## src/rtl/multicycle_ctrl.sv

```systemverilog
// multicycle_ctrl: control FSM for a multicycle RISC-V style datapath.
// Sequences fetch, decode, execute, memory access and write-back. It also
// raises traps for interrupts, illegal opcodes, ecall and memory timeouts.
// Ports:
//   clk, reset            clock (rising edge), asynchronous active-high reset
//   instr, irq, mem_ready current IR, level interrupt, memory handshake
//   state_o               current FSM state code
//   mem_req/mem_we/mem_size  memory request controls
//   ir_load .. halted     datapath register enables and status strobes
//   pc_src, branch_mode, alu_src_a, alu_src_b, alu_op, wb_sel  mux selects
//   cause                 trap cause, valid only while in TRAP
module multicycle_ctrl #(
  parameter int XLEN        = 64,
  parameter int MEM_TIMEOUT = 15,
  parameter int CAUSE_W     = 4
) (
  input  logic               clk,
  input  logic               reset,
  input  logic [31:0]        instr,
  input  logic               irq,
  input  logic               mem_ready,
  output logic [3:0]         state_o,
  output logic               mem_req,
  output logic               mem_we,
  output logic [1:0]         mem_size,
  output logic               ir_load,
  output logic               pc_write,
  output logic               load_a,
  output logic               load_b,
  output logic               load_aluout,
  output logic               load_mdr,
  output logic               reg_write,
  output logic               epc_write,
  output logic               cause_write,
  output logic               alu_word,
  output logic               halted,
  output logic [1:0]         pc_src,
  output logic [2:0]         branch_mode,
  output logic [1:0]         alu_src_a,
  output logic [1:0]         alu_src_b,
  output logic [3:0]         alu_op,
  output logic [2:0]         wb_sel,
  output logic [CAUSE_W-1:0] cause
);

  typedef enum logic [3:0] {
    S_FETCH  = 4'd0,  S_DECODE = 4'd1,  S_ADDR   = 4'd2,  S_MEMRD = 4'd3,
    S_MEMWR  = 4'd4,  S_LOADWB = 4'd5,  S_EXEC   = 4'd6,  S_ALUWB = 4'd7,
    S_BRANCH = 4'd8,  S_JAL    = 4'd9,  S_JALR   = 4'd10, S_LUI   = 4'd11,
    S_TRAP   = 4'd12, S_HALT   = 4'd13
  } state_t;

  localparam logic [6:0] OPC_LOAD    = 7'b0000011;
  localparam logic [6:0] OPC_STORE   = 7'b0100011;
  localparam logic [6:0] OPC_OP      = 7'b0110011;
  localparam logic [6:0] OPC_OPIMM   = 7'b0010011;
  localparam logic [6:0] OPC_OP32    = 7'b0111011;
  localparam logic [6:0] OPC_OPIMM32 = 7'b0011011;
  localparam logic [6:0] OPC_BRANCH  = 7'b1100011;
  localparam logic [6:0] OPC_JAL     = 7'b1101111;
  localparam logic [6:0] OPC_JALR    = 7'b1100111;
  localparam logic [6:0] OPC_LUI     = 7'b0110111;
  localparam logic [6:0] OPC_SYSTEM  = 7'b1110011;
  localparam logic [31:0] INSTR_ECALL  = 32'h0000_0073;
  localparam logic [31:0] INSTR_EBREAK = 32'h0010_0073;

  localparam logic [CAUSE_W-1:0] C_IFETCH  = CAUSE_W'(4'd1);
  localparam logic [CAUSE_W-1:0] C_ILLEGAL = CAUSE_W'(4'd2);
  localparam logic [CAUSE_W-1:0] C_LOAD    = CAUSE_W'(4'd5);
  localparam logic [CAUSE_W-1:0] C_STORE   = CAUSE_W'(4'd7);
  localparam logic [CAUSE_W-1:0] C_ECALL   = CAUSE_W'(4'd11);
  localparam logic [CAUSE_W-1:0] C_IRQ     = CAUSE_W'(4'd15);

  localparam bit WORD_OK = (XLEN == 64);
  // The counter is compared before it increments, so the trap fires on the
  // MEM_TIMEOUT-th consecutive cycle without mem_ready.
  localparam logic [7:0] WAIT_LAST = 8'(MEM_TIMEOUT - 1);

  state_t               state_r;
  logic [7:0]           wait_cnt_r;
  logic [CAUSE_W-1:0]   cause_r;

  logic [6:0]           opcode_s;
  logic [2:0]           funct3_s;
  logic                 alt_s;
  logic                 first_irq_s;
  state_t               dec_next_s;
  logic [CAUSE_W-1:0]   dec_cause_s;
  logic [3:0]           exec_op_s;
  logic [2:0]           bmode_s;

  assign opcode_s = instr[6:0];
  assign funct3_s = instr[14:12];
  assign alt_s    = instr[30];
  // The wait counter is still zero only on the first FETCH cycle.
  assign first_irq_s = (wait_cnt_r == 8'd0) && irq;

  // Opcode dispatch out of DECODE, with the trap cause for rejected encodings.
  always_comb begin
    dec_next_s  = S_TRAP;
    dec_cause_s = C_ILLEGAL;
    case (opcode_s)
      OPC_OP, OPC_OPIMM:     dec_next_s = S_EXEC;
      OPC_OP32, OPC_OPIMM32: begin
        if (WORD_OK) dec_next_s = S_EXEC;
        else         dec_next_s = S_TRAP;
      end
      OPC_LOAD, OPC_STORE:   dec_next_s = S_ADDR;
      OPC_BRANCH:            dec_next_s = S_BRANCH;
      OPC_JAL:               dec_next_s = S_JAL;
      OPC_JALR:              dec_next_s = S_JALR;
      OPC_LUI:               dec_next_s = S_LUI;
      OPC_SYSTEM: begin
        if (instr == INSTR_ECALL) begin
          dec_next_s  = S_TRAP;
          dec_cause_s = C_ECALL;
        end else if (instr == INSTR_EBREAK) begin
          dec_next_s = S_HALT;
        end else begin
          dec_next_s = S_TRAP;
        end
      end
      default:               dec_next_s = S_TRAP;
    endcase
  end

  // ALU operation for EXEC; funct7[5] selects sub only for register forms.
  always_comb begin
    exec_op_s = 4'd0;
    case (funct3_s)
      3'b000:  exec_op_s = (opcode_s[5] && alt_s) ? 4'd1 : 4'd0;
      3'b001:  exec_op_s = 4'd7;
      3'b010:  exec_op_s = 4'd5;
      3'b011:  exec_op_s = 4'd6;
      3'b100:  exec_op_s = 4'd4;
      3'b101:  exec_op_s = alt_s ? 4'd9 : 4'd8;
      3'b110:  exec_op_s = 4'd3;
      3'b111:  exec_op_s = 4'd2;
      default: exec_op_s = 4'd0;
    endcase
  end

  // Branch comparison kind from funct3; reserved encodings compare nothing.
  always_comb begin
    bmode_s = 3'd0;
    case (funct3_s)
      3'b000:  bmode_s = 3'd1;
      3'b001:  bmode_s = 3'd2;
      3'b100:  bmode_s = 3'd3;
      3'b101:  bmode_s = 3'd4;
      3'b110:  bmode_s = 3'd5;
      3'b111:  bmode_s = 3'd6;
      default: bmode_s = 3'd0;
    endcase
  end

  // State, memory wait counter and latched trap cause.
  always_ff @(posedge clk or posedge reset) begin
    if (reset) begin
      state_r    <= S_FETCH;
      wait_cnt_r <= 8'd0;
      cause_r    <= '0;
    end else begin
      wait_cnt_r <= 8'd0;
      case (state_r)
        S_FETCH: begin
          if (first_irq_s) begin
            state_r <= S_TRAP;
            cause_r <= C_IRQ;
          end else if (mem_ready) begin
            state_r <= S_DECODE;
          end else if (wait_cnt_r == WAIT_LAST) begin
            state_r <= S_TRAP;
            cause_r <= C_IFETCH;
          end else begin
            wait_cnt_r <= wait_cnt_r + 8'd1;
          end
        end
        S_DECODE: begin
          state_r <= dec_next_s;
          cause_r <= dec_cause_s;
        end
        S_ADDR: begin
          if (opcode_s == OPC_STORE) state_r <= S_MEMWR;
          else                       state_r <= S_MEMRD;
        end
        S_MEMRD, S_MEMWR: begin
          if (mem_ready) begin
            state_r <= (state_r == S_MEMRD) ? S_LOADWB : S_FETCH;
          end else if (wait_cnt_r == WAIT_LAST) begin
            state_r <= S_TRAP;
            cause_r <= (state_r == S_MEMRD) ? C_LOAD : C_STORE;
          end else begin
            wait_cnt_r <= wait_cnt_r + 8'd1;
          end
        end
        S_EXEC:  state_r <= S_ALUWB;
        S_HALT:  state_r <= S_HALT;
        default: state_r <= S_FETCH;
      endcase
    end
  end

  // Output decode; everything is forced to zero while reset is high.
  always_comb begin
    state_o = 4'd0;  mem_req = 1'b0;  mem_we = 1'b0;  mem_size = 2'b00;
    ir_load = 1'b0;  pc_write = 1'b0; load_a = 1'b0;  load_b = 1'b0;
    load_aluout = 1'b0; load_mdr = 1'b0; reg_write = 1'b0;
    epc_write = 1'b0; cause_write = 1'b0; alu_word = 1'b0; halted = 1'b0;
    pc_src = 2'b00;  branch_mode = 3'd0; alu_src_a = 2'b00; alu_src_b = 2'b00;
    alu_op = 4'd0;   wb_sel = 3'd0;   cause = '0;
    if (!reset) begin
      state_o = state_r;
      case (state_r)
        S_FETCH: begin
          alu_src_b = 2'b01;
          mem_size  = 2'b10;
          if (first_irq_s) begin
            mem_req = 1'b0;
          end else begin
            mem_req  = 1'b1;
            ir_load  = mem_ready;
            pc_write = mem_ready;
          end
        end
        S_DECODE: begin
          load_a = 1'b1; load_b = 1'b1; load_aluout = 1'b1;
          alu_src_b = 2'b11;
        end
        S_ADDR: begin
          alu_src_a = 2'b01; alu_src_b = 2'b10; load_aluout = 1'b1;
        end
        S_MEMRD: begin
          mem_req = 1'b1; mem_size = funct3_s[1:0]; load_mdr = mem_ready;
        end
        S_MEMWR: begin
          mem_req = 1'b1; mem_we = 1'b1; mem_size = funct3_s[1:0];
        end
        S_LOADWB: begin
          reg_write = 1'b1; wb_sel = 3'd1;
        end
        S_EXEC: begin
          alu_src_a   = 2'b01;
          alu_src_b   = opcode_s[5] ? 2'b00 : 2'b10;
          alu_op      = exec_op_s;
          alu_word    = opcode_s[3];
          load_aluout = 1'b1;
        end
        S_ALUWB: reg_write = 1'b1;
        S_BRANCH: begin
          alu_src_a = 2'b01; alu_op = 4'd1; branch_mode = bmode_s; pc_src = 2'b01;
        end
        S_JAL: begin
          reg_write = 1'b1; wb_sel = 3'd3; pc_write = 1'b1; pc_src = 2'b01;
        end
        S_JALR: begin
          reg_write = 1'b1; wb_sel = 3'd3; alu_src_a = 2'b01; alu_src_b = 2'b10;
          pc_write = 1'b1;
        end
        S_LUI: begin
          reg_write = 1'b1; wb_sel = 3'd2;
        end
        S_TRAP: begin
          epc_write = 1'b1; cause_write = 1'b1; pc_write = 1'b1; pc_src = 2'b10;
          cause = cause_r;
        end
        S_HALT:  halted = 1'b1;
        default: state_o = state_r;
      endcase
    end else begin
      state_o = 4'd0;
    end
  end

endmodule

```

## config.mk

```make
export PLATFORM = sky130hd
export DESIGN_NAME = multicycle_ctrl
export DESIGN_NICKNAME = d
export VERILOG_FILES = /design/src/rtl/multicycle_ctrl.sv
export SDC_FILE = /design/constraint.sdc
export NUM_CORES = 1
export LEC_CHECK = 0
export ABC_CLOCK_PERIOD_IN_PS = 2600
export CORE_MARGIN = 2
export CORE_UTILIZATION = 42
export CTS_CLUSTER_DIAMETER = 30
export DETAILED_ROUTE_END_ITERATION = 12
export MAX_ROUTING_LAYER = met4
export PLACE_DENSITY = 0.93
export SETUP_SLACK_MARGIN = 0.1
export SYNTH_ARGS = -nofsm -noshare
export SYNTH_HDL_FRONTEND = slang
export SYNTH_SLANG_ARGS = --single-unit
```

## constraint.sdc

```tcl
create_clock -name clk -period 2.6 [get_ports clk]
set_input_delay 0.26 -clock clk [delete_from_list [all_inputs] [get_ports clk]]
set_output_delay 0.26 -clock clk [all_outputs]
set_load 0.005 [all_outputs]
```

==> metrics <==
status=completed; Seq/Total Area, Yosys=25.0%; Multi-input gate area=1100 um2; routability cong.=0.950; final core occ=67.8%; ys flop type=dfrtp_1; Fmax=0.404 GHz; slowest cell delay on critical path=0.54 ns; fin nets=333; cell-internal power=0.987 mW; most frequent cells in the layout=clkdlybuf4s50_1 (71), nor2_1 (32), nand2_1 (16); num rows=22; peak supply drop=0.298 mV; WP data required=2.34 ns; hold_buf cts=0; clk_lat worst skew=0.25 ns; router iterations before antenna repair=5; compound-gate portion of the synthesized area=22.4%; vias=1954; syn_area_per_cell=7.24 um2; Post-synth EDFFs=0; Die Area=4320 um2; wire per inst=14.6 um; clk sink count=16; Die Span X=65.7 um; share of cells above drive strength 1=11.6%; Tcrit/Tclk final=95.1%; Cells after Synth=221; Die Height=65.7 um; HPWL Detailed=3700 um; largest fanout on the critical path=9; CTS tree=done; Post-Synth XOR/XNOR Area=4.38%; Routed Antenna Nets=0; TritonCTS Buffers=3; # setup viols final=0; Antenna Cells=0; Pins Over Slew Limit=0; initial antenna violation count=0; leading cell type in the layout, fill and taps excluded=clkdlybuf4s50_1; slowest CP cell=clkdlybuf4s50_1; Worst Hold Class=in2async; pwr/cell area=676 nW/um2; RSZ-0062 raised after global routing=no; Switching Share=41.2%; register area=403 um2; synth unique cells=53; crit start category=flip-flop; CTS Root Cell=clkbuf_8; Seq pwr share=22.0%; Fillers=304; combinational group share of total power=64.5%; critical path class=reg2out; multiplexer share of the synthesized area=3.76%; dpl ws=0.154 ns; largest family of logic cells by synthesized area=simple AND/OR/NAND/NOR gates; Synth Area in Adders=2.35%; setup TNS=0 ns; vias in the first global route=1842; io pins=75; ys async rst share=100%; Switching Power=0.693 mW; H-tree depth=1; leakage power=0.995 nW; starting density of the core=43.7%; via density per instance=5.73; critical path's top delay family=buffers and inverters; clock power share=13.6%; CTS clk-pin slew, worst paths=0.07 ns; Max Root-Sink Buffers=2; Detailed Route Iter0 Violations=115; largest net degree at the start of global routing=18; cell breakdown of the critical path=or3b_4 -> a21oi_4 -> nand2_1 -> a21oi_1 -> clkdlybuf4s50_1; Total GRT Usage=24.8%; GRT overflow=0; Fin. Hold Viols=0; Total Routed Length=4990 um; crit path capture type=output port; Yosys reg bits=16; Worst Path Arrival=2.21 ns; Tot Pwr=1.68 mW; YS warnings=0; max_cap viols=0; simple-gate area share of the yosys netlist=33.2%; crit path buf inv count=1; Clock Skew=0.00328 ns; first-pass GRT wire length=8270 um; I/O Buffers=72; minimum clock period=2.47 ns; Residual DRC=0; Min Hold Slack=0.482 ns; Cell Area, Synth=1600 um2; Layout area overhead=55.3%; Setup WS post-layout=0.127 ns; core footprint=3660 um2
## logic make-up after synthesis
kind of cell / count (synthesis)
AO/OA/AOI/OAI: 52
XOR/XNOR: 8
adder cells (fa/ha/maj): 3
buffers and inverters: 32
flip-flops: 16
multiplexers: 5
other: 1
AND/OR/NAND/NOR: 104
## tightest hold or removal path: cells and delay by family
kind | cells | cell delay, ns
buffers and inverters | 3 | 0.85
## synth_stat cells (all sizes together) (3+ instances only)
library cell  number  share of area, %
nand2b             3               1.2
nand3              7               2.2
a21oi             14               5.3
nor2              33               7.7
dfrtp             16                25
buf                7               2.7
and2               4               1.6
nor4               8               3.5
and3               4               1.6
xnor2              4               2.2
xor2               4               2.2
clkbuf             9               2.2
a32oi              3               1.6
mux2i              3               1.9
or2                3               1.2
a31oi              5               2.0
inv               15               3.5
o21bai             3               1.4
nand4              3               1.2
o21ai              9               2.8
nor3              12               3.8
nor4b              3               1.6
nand2             16               3.8
ha                 3               2.3
## routing by layer
metal  track usage [%]  up-vias  part of all wire, %
met5                 -        -                    0
met4              9.64        0                  2.7
met3              4.79       16                  8.6
met2              41.3      112                   49
met1              29.6      901                   40
li1                  -      925                    -
## final timing paths
check	slack, ns	cells past startpoint	start	endpoint
setup / recovery	0.13	5	state_r[1]	mem_size[1]
hold / removal	0.48	3	reset	state_r[3]
setup reg to reg	0.44	7	state_r[1]	cause_r[2]
hold reg to reg	0.51	1	cause_r[2]	cause_r[2]
max in group asynchronous	1.91	3	reset	state_r[2]
min in group clk	0.51	1	cause_r[2]	cause_r[2]
## through the flow
| step | cell area [um2] | cells |
|---|---|---|
| final | 2480 | 341 |
| after detailed placement | 2360 | 334 |
| after global routing | 2480 | 341 |
| after CTS | 2440 | 340 |
| after floorplan | 1600 | 222 |
| after global placement | 2360 | 334 |
## final cells by class
type                       instances  area share [%]
multi-input combinational        174            44.3
timing repair buffer              83            32.4
sequential                        16            16.2
inverter                          16            2.42
tap                               48            2.42
clock buffer                       4            2.22
## flip-flops by register name (all words and copies together) (netlist names)
name        flops
wait_cnt_r      8
cause_r         4
state_r         4
## power groups by stage
stage / clock [mW] / combinational [mW] / sequential (mW)
final: 0.228 / 1.08 / 0.369
after global routing: 0.239 / 1.17 / 0.376
after CTS: 0.228 / 1.03 / 0.363
after detailed placement: 0 / 0.983 / 0.366
after global placement: 0 / 0.965 / 0.366
after floorplan: 0 / 0.628 / 0.346
## repair_timing
action / CTS / global route
setup buffers: 2 / 1
pin swaps: 1 / 0
endpoints found under the setup margin: 2 / 7
resized for setup: 2 / 8
No activity file was read; power rests on OpenSTA's default activity.
